==> src/rtl/arbiter_rr_n.sv <==
// arbiter_rr_n: N-way round-robin arbiter with grant locking and optional hold-time preemption
module arbiter_rr_n #(
    parameter int N = 4,
    parameter int MAX_HOLD = 0,
    localparam int IDX_W = $clog2(N),
    localparam int HOLD_W = (MAX_HOLD == 0) ? 1 : $clog2(MAX_HOLD + 1)
) (
    input  logic             clk,
    input  logic             rst,
    input  logic [N-1:0]     request,
    output logic [N-1:0]     grant,
    output logic             grant_valid,
    output logic [IDX_W-1:0] grant_idx,
    output logic             preempt
);
    logic [N-1:0]      r_grant;
    logic [IDX_W-1:0]  r_idx;
    logic [IDX_W-1:0]  r_last;
    logic              r_valid;
    logic              r_preempt;
    logic [HOLD_W-1:0] r_hold;
    logic              w_busy;
    logic              w_at_max;
    logic              w_timeout;
    logic              w_arb;
    logic              w_found;
    logic [N-1:0]      w_mask;
    logic [IDX_W-1:0]  w_win;

    assign w_busy    = r_valid & request[r_idx];
    assign w_at_max  = (MAX_HOLD != 0) && (r_hold == HOLD_W'(MAX_HOLD));
    assign w_timeout = w_at_max & w_busy & (|(request & ~r_grant));
    assign w_arb     = ~w_busy | w_timeout;
    assign w_mask    = w_timeout ? (request & ~r_grant) : request;

    // round-robin search starting just after the last winner; lowest k wins
    always_comb begin
        w_found = 1'b0;
        w_win   = '0;
        for (int k = N - 1; k >= 0; k--) begin
            if (w_mask[(int'(r_last) + 1 + k) % N]) begin
                w_found = 1'b1;
                w_win   = IDX_W'((int'(r_last) + 1 + k) % N);
            end
        end
    end

    // grant register: hold while owner busy, re-arbitrate on release or timeout
    always_ff @(posedge clk or posedge rst) begin
        if (rst) begin
            r_grant   <= '0;
            r_valid   <= 1'b0;
            r_idx     <= '0;
            r_preempt <= 1'b0;
            r_last    <= IDX_W'(N - 1);
            r_hold    <= '0;
        end else begin
            r_preempt <= w_timeout;
            if (w_arb) begin
                r_grant <= w_found ? (N'(1) << w_win) : '0;
                r_valid <= w_found;
                r_idx   <= w_found ? w_win : '0;
                if (w_found) begin
                    r_last <= w_win;
                    r_hold <= HOLD_W'(1);
                end
            end else if (MAX_HOLD != 0 && !w_at_max) begin
                r_hold <= r_hold + 1'b1;
            end
        end
    end

    assign grant       = r_grant;
    assign grant_valid = r_valid;
    assign grant_idx   = r_idx;
    assign preempt     = r_preempt;
endmodule

==> config.mk <==
export PLATFORM = sky130hd
export DESIGN_NAME = arbiter_rr_n
export DESIGN_NICKNAME = d
export VERILOG_FILES = /design/src/rtl/arbiter_rr_n.sv
export SDC_FILE = /design/constraint.sdc
export NUM_CORES = 1
export LEC_CHECK = 0
export BUFFER_PORTS_ARGS = -buffer_cell sky130_fd_sc_hd__buf_2
export CAP_MARGIN = 20
export CORE_AREA = 2 2 39 41
export DETAILED_ROUTE_END_ITERATION = 10
export DIE_AREA = 0 0 41 43
export GPL_TIMING_DRIVEN = 0
export RECOVER_POWER = 25
export SLEW_MARGIN = 20
export SYNTH_ARGS = -nofsm -noshare
export SYNTH_HDL_FRONTEND = slang
export SYNTH_SLANG_ARGS = --single-unit
==> constraint.sdc <==
create_clock -name clk -period 2.25 [get_ports clk]
set_input_delay 0 -clock clk [delete_from_list [all_inputs] [get_ports clk]]
set_output_delay 0 -clock clk [all_outputs]
set_load 0.005 [all_outputs]
# After elaboration in Yosys (flattened, before gate mapping)
# Index checks and enable logic that the tools add are counted.
# W data, S select, Z words.
# totals
reg_bits	9
inputBits	6
word_cells	49
output_inout_bits	8
# classes
reduce_logical	5
mux	24
n_lt_le_gt_ge	5
n_shift	1
addsub	4
bitwise_logic	6
# op_table
cell	n
$add A32 B3 Y32 const B	2
$add A32 B2 Y32 const B	1
$lt A3 B4 Y1 const B	4
$mux W1	13
$bmux W1 S2	5
$mux W2	5
$reduce_or A2 Y1	4
$and A1 B1 Y1	4
$mux W4	1
$shl A1 B2 Y4 const A	1
$add A2 B1 Y3 const B	1
$lt A2 B3 Y1 const B	1
$reduce_and A2 Y1	1
$and A1 B1 Y1 const A	1
$not A1 Y1	1

# Longest topological paths before layout
# Gate-level depths: netlist (run 1).
# depth
depth_word	13
ltp_mapped	5
mapped_depth_nobuf	4

# Worst setup path after synthesis (run 1)
# Ideal clock, no wire load.
# synth_path
kind	flip-flop to flip-flop
startpoint	reg r_last[1]
endpoint	reg r_grant[3] (netlist: grant[3])
setup_slack_ps	764
n_path_buf	1
period_less_slack_ps	1486
stages_incl_launch_ff	5
arrival_time_ps	1411
required_ps	2176
setup_time_ps	74
cell_sequence	dfstp_2 > clkbuf_1 > nor3_1 > or4_4 > o21ai_2
# synth_between
elab_chain_cells	11
elab_cells_between_ends	26
classes_between	add/sub (4); shift (1); mux (21)
# synth_lines
element	line_no	rtl
from (decl)	18	logic [IDX_W-1:0] r_last;
from (signal assigned)	55	r_last <= IDX_W'(N - 1);
from (signal assigned)	64	r_last <= w_win;
$add A2 B1 Y3 *	41, 43	
$add A32 B3 Y32	41, 43	
$bmux W1 S2	41	if (w_mask[(int'(r_last) + 1 + k) % N]) begin
$mux W1 (implied by the code) (2 in a row)	41	
$mux W2 (4 in a row)	41	
$shl A1 B2 Y4	60	r_grant <= w_found ? (N'(1) << w_win) : '0;
$mux W4 *	60	
to (signal assigned)	60	
to (decl)	16	logic [N-1:0] r_grant;
# Every way passes the cells marked *; elsewhere a longest branch is shown, timed or not. The select of a mux whose other input is x is not followed.
# A chain may end at the register's enable or synchronous reset.

# Worst setup path in the final report (run 1)
# Same ends and word-level chain as after synthesis.

==> report_table.html, run 1 <==
<table>
<tr><th>Metric</th><th>Value</th></tr>
<tr><th colspan="2">Critical path</th></tr>
<tr><td>Required time reported for the critical path endpoint</td><td>2.44 ns</td></tr>
<tr><td>Flop-to-flop setup slack</td><td>0.66 ns</td></tr>
<tr><td>Data arrival time of the critical path</td><td>1.78 ns</td></tr>
<tr><td>Worst setup path startpoint</td><td>r_last[1]$_DFFE_PP1P_</td></tr>
<tr><td>Critical path start-end classification</td><td>flip-flop to flip-flop</td></tr>
<tr><td>Depth of the most critical reg-to-reg path</td><td>4</td></tr>
<tr><td>Startpoint types</td><td>flip-flop</td></tr>
<tr><td>Endpoint of the most critical setup path</td><td>grant[3]$_DFFE_PP0N_</td></tr>
<tr><td>Endpoint of the worst-slack reg-to-reg timing path</td><td>grant[3]$_DFFE_PP0N_</td></tr>
<tr><td>Worst-path fanout max</td><td>8</td></tr>
<tr><td>Worst setup EP type</td><td>flip-flop</td></tr>
<tr><td>Crit Reg-Reg Startpoint</td><td>r_last[1]$_DFFE_PP1P_</td></tr>
<tr><th colspan="2">Placement</th></tr>
<tr><td>Placer's final routability congestion estimate</td><td>0.811</td></tr>
<tr><td>Estimated wirelength of the detail-placed design</td><td>768 um</td></tr>
<tr><td>Instance count after placement with tap cells included</td><td>81</td></tr>
<tr><td>Count of buffers inserted at the top-level ports</td><td>12</td></tr>
<tr><th colspan="2">Drt</th></tr>
<tr><td>Via density per instance</td><td>4.97</td></tr>
<tr><td>Pre-antenna DRT Iters</td><td>3</td></tr>
<tr><td>Total DRC errors in the routed layout</td><td>0</td></tr>
<tr><td>First-iteration detailed-routing DRC count</td><td>3</td></tr>
<tr><td>DR vias</td><td>427</td></tr>
<tr><td>Count of nets left with antenna violations after detail routing</td><td>0</td></tr>
<tr><td>DRT Wirelength</td><td>1.01 mm</td></tr>
<tr><td>Mean routed wirelength per cell</td><td>11.8 um</td></tr>
<tr><th colspan="2">CTS</th></tr>
<tr><td>Maximum buffer depth of the clock tree</td><td>2</td></tr>
<tr><td>CTS tree</td><td>done</td></tr>
<tr><td>Clk pin slew, worst setup/hold paths</td><td>0.06 ns</td></tr>
<tr><td>H-tree levels</td><td>1</td></tr>
<tr><td>Total CTS buffers</td><td>3</td></tr>
<tr><td>Post CTS Setup Buffer Count</td><td>0</td></tr>
<tr><td>Clock latency on the worst-skew pair</td><td>0.25 ns</td></tr>
<tr><td>Root buffer cell</td><td>sky130_fd_sc_hd__clkbuf_4</td></tr>
<tr><td>Sink count of the clock tree</td><td>9</td></tr>
<tr><th colspan="2">Timing</th></tr>
<tr><td>Final hold vios</td><td>0</td></tr>
<tr><td>Max-slew violations</td><td>0</td></tr>
<tr><td>Final-report setup violation count</td><td>0</td></tr>
<tr><td>Final critical path time including I/O delays and setup</td><td>1.59 ns</td></tr>
<tr><td>Clock Skew</td><td>0.000754 ns</td></tr>
<tr><td>RSZ-0062 raised after global routing</td><td>no</td></tr>
<tr><td>Peak Freq</td><td>629 MHz</td></tr>
<tr><td>Final setup TNS</td><td>0 ns</td></tr>
<tr><td>Period utilisation layout</td><td>70.7%</td></tr>
<tr><th colspan="2">Cells and area</th></tr>
<tr><td>Multi-input gate area</td><td>234 um2</td></tr>
<tr><td>Non-Filler Instances</td><td>86</td></tr>
<tr><td>Post-synthesis to final-layout area growth</td><td>23.4%</td></tr>
<tr><td>Final antenna diode count</td><td>0</td></tr>
<tr><td>Total of fill cells in the finished design</td><td>160</td></tr>
<tr><td>Share of layout cells above drive strength 1</td><td>30.0%</td></tr>
<tr><td>Storage cell area</td><td>228 um2</td></tr>
<tr><td>Final net count</td><td>77</td></tr>
<tr><th colspan="2">Run status</th></tr>
<tr><td>Status</td><td>finished clean</td></tr>
<tr><th colspan="2">Power</th></tr>
<tr><td>Power per cell area</td><td>1240 nW/um2</td></tr>
<tr><td>Seq pwr share</td><td>37.8%</td></tr>
<tr><td>Fraction of power spent switching nets</td><td>37.0%</td></tr>
<tr><td>Leakage power of the design</td><td>0.300 nW</td></tr>
<tr><td>Reported net switching power</td><td>279 uW</td></tr>
<tr><td>IR drop worst, VDD</td><td>0.442 mV</td></tr>
<tr><td>Combinational cell fraction of total power</td><td>46.3%</td></tr>
<tr><td>Cell internal pwr</td><td>475 uW</td></tr>
<tr><td>Clock group share of total power</td><td>15.9%</td></tr>
<tr><th colspan="2">Logic synthesis</th></tr>
<tr><td>Main flop type after synthesis</td><td>sky130_fd_sc_hd__dfrtp_1</td></tr>
<tr><td>Leading cell types by count after synthesis</td><td>7 x sky130_fd_sc_hd__dfrtp_1, 6 x sky130_fd_sc_hd__nand2_1, 5 x sky130_fd_sc_hd__nor2_1</td></tr>
<tr><td>Seq cells post-synth</td><td>9</td></tr>
<tr><td>Netlist cell types</td><td>24</td></tr>
<tr><td>Synth warnings</td><td>0</td></tr>
<tr><td>Average instance area after synthesis</td><td>9.30 um2</td></tr>
<tr><td>Top cell type's share of synthesized area</td><td>35.5%</td></tr>
<tr><td>Number of instances in the synthesized netlist</td><td>53</td></tr>
<tr><td>Library cell occupying the most area in the post-synthesis netlist</td><td>sky130_fd_sc_hd__dfrtp_1</td></tr>
<tr><td>Synthesized Nets</td><td>59</td></tr>
<tr><td>Number of synthesized flops with an enable pin</td><td>0</td></tr>
<tr><td>Synth async-reset ratio</td><td>100%</td></tr>
<tr><td>Leading cell type by number of instances after synthesis</td><td>sky130_fd_sc_hd__dfrtp_1</td></tr>
<tr><td>Synth area leaders</td><td>sky130_fd_sc_hd__dfrtp_1 36%, sky130_fd_sc_hd__dfstp_2 11%, sky130_fd_sc_hd__nand2_1 4.6%, sky130_fd_sc_hd__mux2i_1 4.1%, sky130_fd_sc_hd__nand2b_1 3.8%</td></tr>
<tr><td>Mapped cell area</td><td>493 um2</td></tr>
<tr><td>Seq/Total Area, Yosys</td><td>46.2%</td></tr>
<tr><th colspan="2">Floorplanning</th></tr>
<tr><td>Die Wd</td><td>41 um</td></tr>
<tr><td>Number of rows in the core area</td><td>14</td></tr>
<tr><td>Die ar.</td><td>1760 um2</td></tr>
<tr><td>Height of the die</td><td>43 um</td></tr>
<tr><td>Initial cell density of the core</td><td>35.6%</td></tr>
<tr><td>Core region area</td><td>1380 um2</td></tr>
<tr><td>Number of top-level pins</td><td>14</td></tr>
<tr><th colspan="2">Global routing</th></tr>
<tr><td>GR Util All Layers</td><td>15.1%</td></tr>
<tr><td>First-pass GRT wire length</td><td>1.77 mm</td></tr>
<tr><td>Largest net degree at the start of global routing</td><td>11</td></tr>
<tr><td>Number of antenna violations at the first check in global routing</td><td>0</td></tr>
<tr><td>Vias in the first global route</td><td>419</td></tr>
<tr><td>Global route total overflow</td><td>0</td></tr>
<tr><th colspan="2">Min path</th></tr>
<tr><td>Class of the worst hold path</td><td>input pin to flip-flop</td></tr>
<tr><th colspan="2">Flow run</th></tr>
<tr><td>Max-cap check violation count</td><td>0</td></tr>
</table>
per-layer routing:
metal	track usage [%]	wire length, um	part of all wire, %
met1	19.1	498	49
met2	20.9	478	47
met3	6.28	31	3.1
met4	8.00	4	0.40
met5	0	0	0
state kept, by name, indices dropped and copies added (netlist names):
name         cells
grant            4
r_last           2
grant_idx        2
grant_valid      1
cells in the final DEF, fill, tap and decap left out, drive strengths merged, types with 3 or more instances in the layout:
master / instances
o22ai: 3
dfrtp: 7
nand2: 6
inv: 4
buf: 13
a21oi: 3
nor2: 5
nand2b: 3
clkbuf: 6
metrics by stage:
step                hold WS [ns]  cell area [um2]  util, %  total power, mW  setup slack [ns]
finish                    0.0454              608     43.9            0.755             0.659
detailed placement       -0.0203              573     41.4            0.638             0.674
global route              0.0747              608     43.9            0.832             0.564
CTS                       0.0358              609     44.0            0.768             0.653
floorplan                 -0.174              493        -            0.539             0.764
global placement         -0.0304              573     41.4            0.635             0.669
cells by family after synthesis:
kind of cell / after synthesis / share of synthesized area [%]
muxes: 2 / 4.06
other: 1 / 0.761
DFF: 9 / 46.2
buffers and inverters: 7 / 6.34
and+or+nand+nor: 18 / 19.0
AOI/OAI and AO/OA: 16 / 23.6
final cells by class:
cell class	count	share of cell area, %
multi-input combinational	37	38.5
tap	16	3.29
buffer	3	2.67
inverter	4	2.47
timing repair buffer	13	11.3
clock buffer	4	4.32
sequential	9	37.4
worst min path at each step:
stage          depth (start not counted)                       to  startpoint
2_1_floorplan                          1     grant[0]$_DFFE_PP0N_         rst
3_3_place_gp                           2     grant[3]$_DFFE_PP0N_         rst
3_5_place_dp                           2     grant[3]$_DFFE_PP0N_         rst
4_1_cts                                3  grant_valid$_DFFE_PP0N_  request[2]
5_1_grt                                3  grant_valid$_DFFE_PP0N_  request[2]
6_report                               3  grant_valid$_DFFE_PP0N_  request[2]
worst max-delay path: stages (launching register included):
cell and delay, ns:
sky130_fd_sc_hd__dfstp_2 0.51, sky130_fd_sc_hd__clkbuf_1 0.26, sky130_fd_sc_hd__nor3_1 0.13, sky130_fd_sc_hd__or4_4 0.50, sky130_fd_sc_hd__o21ai_2 0.11
power by group through the flow:
| stage | combinational (mW) | sequential [mW] | clock, mW |
|---|---|---|---|
| global route | 0.396 | 0.296 | 0.139 |
| floorplan | 0.254 | 0.285 | 0 |
| finish | 0.349 | 0.285 | 0.120 |
| detailed placement | 0.349 | 0.289 | 0 |
| global placement | 0.348 | 0.286 | 0 |
| CTS | 0.353 | 0.286 | 0.129 |
repair_timing:
action,CTS,global route
endpoints found under the hold margin,9,0
resized for setup,0,0
hold buffers,1,0
Power figures use the tool's default switching activity.
==> run 2, diff against run 1 <==
Clock period 2.25 ns to 1.5 ns, I/O delays scaled along.
==> report_table.html, run 2 (synthesis results as in run 1) <==
<table>
<tr><th>Metric</th><th>Value</th></tr>
<tr><th colspan="2">Run status</th></tr>
<tr><td>Status</td><td>finished clean (unchanged)</td></tr>
<tr><th colspan="2">Power</th></tr>
<tr><td>PnR Total Power</td><td>1.31 mW (was 755 uW)</td></tr>
<tr><td>IR drop worst, VDD</td><td>0.811 mV (was 0.442 mV)</td></tr>
<tr><td>Leakage power of the design</td><td>0.335 nW (was 0.300 nW)</td></tr>
<tr><td>Power per cell area</td><td>1910 nW/um2 (was 1240 nW/um2)</td></tr>
<tr><th colspan="2">Flow run</th></tr>
<tr><td>Max-cap check violation count</td><td>0 (unchanged)</td></tr>
<tr><th colspan="2">Floorplanning</th></tr>
<tr><td>Core region area</td><td>1380 um2 (unchanged)</td></tr>
<tr><td>Initial cell density of the core</td><td>35.6% (unchanged)</td></tr>
<tr><td>Die ar.</td><td>1760 um2 (unchanged)</td></tr>
<tr><td>Height of the die</td><td>43 um (unchanged)</td></tr>
<tr><td>Number of top-level pins</td><td>14 (unchanged)</td></tr>
<tr><td>Number of rows in the core area</td><td>14 (unchanged)</td></tr>
<tr><td>Die Wd</td><td>41 um (unchanged)</td></tr>
<tr><th colspan="2">Timing</th></tr>
<tr><td>RSZ-0062 raised after global routing</td><td>no (unchanged)</td></tr>
<tr><td>Final critical path time including I/O delays and setup</td><td>1.45 ns (was 1.59 ns)</td></tr>
<tr><td>Clock Skew</td><td>0.00111 ns (was 0.000754 ns)</td></tr>
<tr><td>Max-slew violations</td><td>0 (unchanged)</td></tr>
<tr><td>Final hold vios</td><td>0 (unchanged)</td></tr>
<tr><td>Period utilisation layout</td><td>96.4% (was 70.7%)</td></tr>
<tr><td>Peak Freq</td><td>691 MHz (was 629 MHz)</td></tr>
<tr><td>Final-report setup violation count</td><td>0 (unchanged)</td></tr>
<tr><td>Min Hold Slack</td><td>0.0549 ns (was 0.0454 ns)</td></tr>
<tr><th colspan="2">Min path</th></tr>
<tr><td>Hold Path Origin</td><td>request[2] (unchanged)</td></tr>
<tr><td>Hold Path Depth</td><td>3 (unchanged)</td></tr>
<tr><td>Hold path endpoint</td><td>grant_valid$_DFFE_PP0N_ (unchanged)</td></tr>
<tr><td>Class of the worst hold path</td><td>input pin to flip-flop (unchanged)</td></tr>
<tr><th colspan="2">Cells and area</th></tr>
<tr><td>Final net count</td><td>83 (was 77)</td></tr>
<tr><td>Most common library cell in the layout ignoring fill and taps</td><td>sky130_fd_sc_hd__buf_2 (unchanged)</td></tr>
<tr><td>Post-synthesis to final-layout area growth</td><td>39.3% (was 23.4%)</td></tr>
<tr><td>Final instance area</td><td>687 um2 (was 608 um2)</td></tr>
<tr><td>Top library cells by usage in the layout, fill and taps aside</td><td>11 x sky130_fd_sc_hd__buf_2, 9 x sky130_fd_sc_hd__buf_4, 6 x sky130_fd_sc_hd__nand2_1, 6 x sky130_fd_sc_hd__dfrtp_1, 5 x sky130_fd_sc_hd__nor2_1 (was 12 x sky130_fd_sc_hd__buf_2, 7 x sky130_fd_sc_hd__dfrtp_1, 6 x sky130_fd_sc_hd__nand2_1, 5 x sky130_fd_sc_hd__nor2_1, 4 x sky130_fd_sc_hd__inv_1)</td></tr>
<tr><td>Flip-flop count of the largest register after layout</td><td>4 (unchanged)</td></tr>
<tr><td>Share of layout cells above drive strength 1</td><td>43.4% (was 30.0%)</td></tr>
<tr><td>Final antenna diode count</td><td>0 (unchanged)</td></tr>
<tr><td>Non-Filler Instances</td><td>92 (was 86)</td></tr>
<tr><th colspan="2">CTS</th></tr>
<tr><td>Sink count of the clock tree</td><td>9 (unchanged)</td></tr>
<tr><td>Clock latency on the worst-skew pair</td><td>0.26 ns (was 0.25 ns)</td></tr>
<tr><td>Root buffer cell</td><td>sky130_fd_sc_hd__clkbuf_4 (unchanged)</td></tr>
<tr><td>Total CTS buffers</td><td>3 (unchanged)</td></tr>
<tr><td>CTS tree</td><td>done (unchanged)</td></tr>
<tr><td>Maximum buffer depth of the clock tree</td><td>2 (unchanged)</td></tr>
<tr><td>H-tree levels</td><td>1 (unchanged)</td></tr>
<tr><td>Clk pin slew, worst setup/hold paths</td><td>0.06 ns (about the same)</td></tr>
<tr><th colspan="2">Placement</th></tr>
<tr><td>Instance count after placement with tap cells included</td><td>81 (unchanged)</td></tr>
<tr><td>Count of buffers inserted at the top-level ports</td><td>12 (unchanged)</td></tr>
<tr><td>DP Area</td><td>573 um2 (unchanged)</td></tr>
<tr><td>Estimated wirelength of the detail-placed design</td><td>768 um (unchanged)</td></tr>
<tr><td>Placer's final routability congestion estimate</td><td>0.811 (unchanged)</td></tr>
<tr><th colspan="2">Critical path</th></tr>
<tr><td>Startpoint types</td><td>flip-flop (unchanged)</td></tr>
<tr><td>Critical path start-end classification</td><td>flip-flop to flip-flop (unchanged)</td></tr>
<tr><td>Required time reported for the critical path endpoint</td><td>1.69 ns (was 2.44 ns)</td></tr>
<tr><td>Worst setup EP type</td><td>flip-flop (unchanged)</td></tr>
<tr><td>Data arrival time of the critical path</td><td>1.64 ns (was 1.78 ns)</td></tr>
<tr><td>Crit Reg-Reg Startpoint</td><td>r_last[0]$_DFFE_PP1P_ (was r_last[1]$_DFFE_PP1P_)</td></tr>
<tr><td>Worst-path fanout max</td><td>6 (was 8)</td></tr>
<tr><td>Flop-to-flop setup slack</td><td>0.05 ns (was 0.66 ns)</td></tr>
<tr><td>Depth of the most critical reg-to-reg path</td><td>4 (unchanged)</td></tr>
<tr><td>Endpoint of the worst-slack reg-to-reg timing path</td><td>grant[3]$_DFFE_PP0N_ (unchanged)</td></tr>
<tr><th colspan="2">Drt</th></tr>
<tr><td>DRT Wirelength</td><td>1.12 mm (was 1.01 mm)</td></tr>
<tr><td>Total DRC errors in the routed layout</td><td>0 (unchanged)</td></tr>
<tr><td>Pre-antenna DRT Iters</td><td>4 (was 3)</td></tr>
<tr><td>Mean routed wirelength per cell</td><td>12.1 um (was 11.8 um)</td></tr>
<tr><td>Via density per instance</td><td>5.08 (was 4.97)</td></tr>
<tr><td>Count of nets left with antenna violations after detail routing</td><td>0 (unchanged)</td></tr>
<tr><td>First-iteration detailed-routing DRC count</td><td>2 (was 3)</td></tr>
<tr><td>DR vias</td><td>467 (was 427)</td></tr>
<tr><th colspan="2">Global routing</th></tr>
<tr><td>Vias in the first global route</td><td>455 (was 419)</td></tr>
<tr><td>Largest net degree at the start of global routing</td><td>10 (was 11)</td></tr>
<tr><td>GR Util All Layers</td><td>16.7% (was 15.1%)</td></tr>
<tr><td>First-pass GRT wire length</td><td>1.95 mm (was 1.77 mm)</td></tr>
<tr><td>Number of antenna violations at the first check in global routing</td><td>0 (unchanged)</td></tr>
<tr><td>Global route total overflow</td><td>0 (unchanged)</td></tr>
</table>
## run 2: how the worst max path moves through the flow
stage	to	slack, ns	start	depth (start not counted)
after floorplan	grant[3]$_DFFE_PP0N_	0.01	r_last[1]$_DFFE_PP1P_	4
after global placement	grant[3]$_DFFE_PP0N_	-0.08	r_last[1]$_DFFE_PP1P_	4
after detailed placement	grant[3]$_DFFE_PP0N_	-0.08	r_last[1]$_DFFE_PP1P_	4
after CTS	grant[2]$_DFFE_PP0N_	0.002	grant_idx[1]$_DFFE_PP0N_	5
after global routing	grant[3]$_DFFE_PP0N_	0.01	r_last[0]$_DFFE_PP1P_	4
final	grant[3]$_DFFE_PP0N_	0.05	r_last[0]$_DFFE_PP1P_	4
## run 2: cell type report
type                    count  area [um2]
plain buffers               2        15.0
clock buffers               4        26.3
fillers                   145         697
inverters                   4        15.0
multi-input cells          37         260
flip-flops and latches      9         229
well taps                  16        20.0
repair buffers             20         121
## run 2: per-stage QoR
step | worst slack (ns) | util [%] | setup TNS [ns]
after floorplan | 0.0144 | - | 0
after global placement | -0.0808 | 41.4 | -0.161
after CTS | 0.00204 | 47.8 | 0
final | 0.0534 | 49.6 | 0
after detailed placement | -0.0759 | 41.4 | -0.164
after global routing | 0.0131 | 49.6 | 0
## run 2: timing repair
| action | CTS | global route |
|---|---|---|
| endpoints found under the hold margin | 9 | 0 |
| hold buffers | 1 | 0 |
| pin swaps | 2 | 2 |
| setup endpoints to repair | 5 | 4 |
| resized for setup | 2 | 5 |
| setup buffers | 6 | 1 |
| cloned | 0 | 0 |
## run 2: critical path: stages, from the launching register on
cell                       delay [ns]
sky130_fd_sc_hd__dfstp_2         0.39
sky130_fd_sc_hd__nand2b_1        0.18
sky130_fd_sc_hd__o211a_1         0.15
sky130_fd_sc_hd__or4_4           0.54
sky130_fd_sc_hd__o21ai_2         0.11
## run 2: metal layers
layer | wire (um) | vias to the layer above | track usage (%)
met1 | 512 | 222 | 19.8
met3 | 47 | 2 | 6.28
li1 | - | 232 | -
met2 | 553 | 11 | 25.3
met4 | 4 | 0 | 8.00
met5 | 0 | - | 0
## run 2: where the power goes
group | switching (mW) | internal, mW
registers | 0.0994 | 0.364
clock network | 0.0805 | 0.102
logic | 0.297 | 0.369
total | 0.477 | 0.835
==> run 3, diff against run 2 <==
--- a/config.mk
+++ b/config.mk
@@ -9,5 +9,5 @@
 export CAP_MARGIN = 20
-export CORE_AREA = 2 2 39 41
+export CORE_AREA = 5 5 42 44
 export DETAILED_ROUTE_END_ITERATION = 10
-export DIE_AREA = 0 0 41 43
+export DIE_AREA = 0 0 47 49
 export GPL_TIMING_DRIVEN = 0
--- a/constraint.sdc
+++ b/constraint.sdc
@@ -3,2 +3,2 @@
 set_output_delay 0 -clock clk [all_outputs]
-set_load 0.005 [all_outputs]
+set_load 0.1 [all_outputs]
==> report_table.html, run 3 (synthesis results as in run 1) <==
<table>
<tr><th>Metric</th><th>Value</th></tr>
<tr><th colspan="2">Floorplanning</th></tr>
<tr><td>Number of rows in the core area</td><td>14 (unchanged)</td></tr>
<tr><td>Core region area</td><td>1400 um2 (was 1380 um2)</td></tr>
<tr><td>Die ar.</td><td>2300 um2 (was 1760 um2)</td></tr>
<tr><td>Initial cell density of the core</td><td>35.2% (was 35.6%)</td></tr>
<tr><td>Die Wd</td><td>47 um (was 41 um)</td></tr>
<tr><td>Height of the die</td><td>49 um (was 43 um)</td></tr>
<tr><td>Number of top-level pins</td><td>14 (unchanged)</td></tr>
<tr><th colspan="2">Timing</th></tr>
<tr><td>Min Hold Slack</td><td>0.0460 ns (was 0.0549 ns)</td></tr>
<tr><td>Final-report setup violation count</td><td>0 (unchanged)</td></tr>
<tr><td>Peak Freq</td><td>685 MHz (was 691 MHz)</td></tr>
<tr><td>Final critical path time including I/O delays and setup</td><td>1.46 ns (was 1.45 ns)</td></tr>
<tr><td>Final hold vios</td><td>0 (unchanged)</td></tr>
<tr><td>Max-slew violations</td><td>0 (unchanged)</td></tr>
<tr><td>RSZ-0062 raised after global routing</td><td>yes (was no)</td></tr>
<tr><td>Period utilisation layout</td><td>97.3% (was 96.4%)</td></tr>
<tr><td>Clock Skew</td><td>0.00211 ns (was 0.00111 ns)</td></tr>
<tr><th colspan="2">Placement</th></tr>
<tr><td>Estimated wirelength of the detail-placed design</td><td>810 um (was 768 um)</td></tr>
<tr><td>Count of buffers inserted at the top-level ports</td><td>12 (unchanged)</td></tr>
<tr><td>DP Area</td><td>582 um2 (was 573 um2)</td></tr>
<tr><td>Placer's final routability congestion estimate</td><td>0.832 (was 0.811)</td></tr>
<tr><th colspan="2">CTS</th></tr>
<tr><td>Root buffer cell</td><td>sky130_fd_sc_hd__clkbuf_4 (unchanged)</td></tr>
<tr><td>H-tree levels</td><td>1 (unchanged)</td></tr>
<tr><td>Clock latency on the worst-skew pair</td><td>0.26 ns (about the same)</td></tr>
<tr><td>CTS tree</td><td>done (unchanged)</td></tr>
<tr><td>Clk pin slew, worst setup/hold paths</td><td>0.06 ns (about the same)</td></tr>
<tr><td>Sink count of the clock tree</td><td>9 (unchanged)</td></tr>
<tr><td>Total CTS buffers</td><td>3 (unchanged)</td></tr>
<tr><td>Maximum buffer depth of the clock tree</td><td>2 (unchanged)</td></tr>
<tr><th colspan="2">Drt</th></tr>
<tr><td>First-iteration detailed-routing DRC count</td><td>5 (was 2)</td></tr>
<tr><td>Count of nets left with antenna violations after detail routing</td><td>0 (unchanged)</td></tr>
<tr><td>Pre-antenna DRT Iters</td><td>4 (unchanged)</td></tr>
<tr><td>Mean routed wirelength per cell</td><td>13.5 um (was 12.1 um)</td></tr>
<tr><td>DRT Wirelength</td><td>1.17 mm (was 1.12 mm)</td></tr>
<tr><td>DR vias</td><td>446 (was 467)</td></tr>
<tr><td>Via density per instance</td><td>5.13 (was 5.08)</td></tr>
<tr><td>Total DRC errors in the routed layout</td><td>0 (unchanged)</td></tr>
<tr><th colspan="2">Cells and area</th></tr>
<tr><td>Multi-input gate area</td><td>264 um2 (was 260 um2)</td></tr>
<tr><td>Share of layout cells above drive strength 1</td><td>42.3% (was 43.4%)</td></tr>
<tr><td>Storage cell area</td><td>236 um2 (was 229 um2)</td></tr>
<tr><td>Flip-flop count of the largest register after layout</td><td>4 (unchanged)</td></tr>
<tr><td>Most common library cell in the layout ignoring fill and taps</td><td>sky130_fd_sc_hd__buf_2 (unchanged)</td></tr>
<tr><td>Final net count</td><td>78 (was 83)</td></tr>
<tr><td>Total of fill cells in the finished design</td><td>148 (was 145)</td></tr>
<tr><td>Final instance area</td><td>658 um2 (was 687 um2)</td></tr>
<tr><td>Post-synthesis to final-layout area growth</td><td>33.5% (was 39.3%)</td></tr>
<tr><td>Top library cells by usage in the layout, fill and taps aside</td><td>12 x sky130_fd_sc_hd__buf_2, 6 x sky130_fd_sc_hd__nand2_1, 5 x sky130_fd_sc_hd__nor2_1, 4 x sky130_fd_sc_hd__inv_1, 4 x sky130_fd_sc_hd__dfrtp_1 (was 11 x sky130_fd_sc_hd__buf_2, 9 x sky130_fd_sc_hd__buf_4, 6 x sky130_fd_sc_hd__nand2_1, 6 x sky130_fd_sc_hd__dfrtp_1, 5 x sky130_fd_sc_hd__nor2_1)</td></tr>
<tr><td>Final antenna diode count</td><td>0 (unchanged)</td></tr>
<tr><th colspan="2">Critical path</th></tr>
<tr><td>Cell with the biggest individual delay on the critical path</td><td>sky130_fd_sc_hd__dfrtp_4 (was sky130_fd_sc_hd__or4_4)</td></tr>
<tr><td>Crit path max-delay family</td><td>flip-flops (was simple AND/OR/NAND/NOR gates)</td></tr>
<tr><td>Required time reported for the critical path endpoint</td><td>1.69 ns (about the same)</td></tr>
<tr><td>Max stage delay on crit path</td><td>0.51 ns (was 0.54 ns)</td></tr>
<tr><td>Worst setup EP type</td><td>flip-flop (unchanged)</td></tr>
<tr><td>Startpoint types</td><td>flip-flop (unchanged)</td></tr>
<tr><td>Sequence of cells on the critical path</td><td>mux2i_2, o22ai_2, or4_4, o21ai_2 (was nand2b_1, o211a_1, or4_4, o21ai_2)</td></tr>
<tr><td>Buffering stage count on the worst path with inverters included</td><td>0 (unchanged)</td></tr>
<tr><td>Data arrival time of the critical path</td><td>1.65 ns (was 1.64 ns)</td></tr>
<tr><td>Critical path start-end classification</td><td>flip-flop to flip-flop (unchanged)</td></tr>
<tr><td>Worst-path fanout max</td><td>4 (was 6)</td></tr>
<tr><th colspan="2">Min path</th></tr>
<tr><td>Class of the worst hold path</td><td>input pin to flip-flop (unchanged)</td></tr>
<tr><th colspan="2">Global routing</th></tr>
<tr><td>Largest net degree at the start of global routing</td><td>11 (was 10)</td></tr>
<tr><td>Global route total overflow</td><td>0 (unchanged)</td></tr>
<tr><td>GR Util All Layers</td><td>11.4% (was 16.7%)</td></tr>
<tr><td>Vias in the first global route</td><td>456 (was 455)</td></tr>
<tr><td>First-pass GRT wire length</td><td>1.90 mm (was 1.95 mm)</td></tr>
<tr><td>Number of antenna violations at the first check in global routing</td><td>0 (unchanged)</td></tr>
<tr><th colspan="2">Run status</th></tr>
<tr><td>Status</td><td>finished clean (unchanged)</td></tr>
<tr><th colspan="2">Flow run</th></tr>
<tr><td>Max-cap check violation count</td><td>0 (unchanged)</td></tr>
</table>
## run 3: cell count changes in the layout (fill, tap and decap cells not counted)
cell,previous run,this run
sky130_fd_sc_hd__dfrtp_4,0,2
sky130_fd_sc_hd__a21oi_2,1,0
sky130_fd_sc_hd__buf_2,11,12
sky130_fd_sc_hd__a21oi_1,2,3
sky130_fd_sc_hd__dfrtp_1,6,4
sky130_fd_sc_hd__nand2b_1,3,2
sky130_fd_sc_hd__nand2b_4,0,1
sky130_fd_sc_hd__buf_4,9,3
## run 3: repair_timing
action                                 CTS  global route
gates resized for setup                  0             8
setup buffers                            0             1
pin swaps                                0             1
hold buffers                             1             0
endpoints found under the hold margin    9             0
setup endpoints to repair                4             6
cloned                                   0             1
## run 3: cell type report
type	instances	area share, %
clock buffer	4	3.99
multi-input combinational	37	40.1
inverter	4	2.28
tap	16	3.04
timing repair buffer	15	12.4
buffer	2	2.28
sequential	9	35.9
## run 3: path summary, 6_finish.rpt
kind,from,endpoint,slack (ns),depth (start not counted)
setup reg to reg,grant_idx[1]$_DFFE_PP0N_,grant[3]$_DFFE_PP0N_,0.04,4
setup / recovery,grant_idx[1]$_DFFE_PP0N_,grant[3]$_DFFE_PP0N_,0.04,4
max in group asynchronous,rst,r_last[1]$_DFFE_PP1P_,0.96,3
hold reg to reg,grant[3]$_DFFE_PP0N_,grant[3]$_DFFE_PP0N_,0.48,2
min in group asynchronous,rst,grant_idx[1]$_DFFE_PP0N_,0.24,3
hold / removal,request[2],grant_valid$_DFFE_PP0N_,0.05,3
## run 3: metrics by stage
| stage | utilization (%) | setup slack [ns] | instances | TNS, ns |
|---|---|---|---|---|
| after floorplan | - | -0.0798 | 53 | -0.243 |
| after global placement | 41.5 | -0.0796 | 81 | -0.142 |
| after detailed placement | 41.5 | -0.0819 | 81 | -0.155 |
| after CTS | 43.8 | 0.00434 | 85 | 0 |
| after global routing | 47.0 | -0.00390 | 87 | -0.00390 |
| final | 47.0 | 0.0405 | 87 | 0 |
## run 3: metal layers
metal	global-route usage, %	vias to the layer above	routed length (um)
met5	0	-	0
met4	2.76	0	0
met3	5.54	0	52
met2	17.6	8	579
met1	13.9	214	542
li1	-	224	-
## run 3: worst register-to-register path: cells and delay by family (launching register included)
family / cells / cell delay, ns
AOI/OAI and AO/OA: 2 / 0.23
DFF: 1 / 0.51
muxes: 1 / 0.23
and+or+nand+nor: 1 / 0.43
Power of run 3 is not shown: default switching activity piles up to over one toggle a cycle in this logic, so the estimate is an artifact.
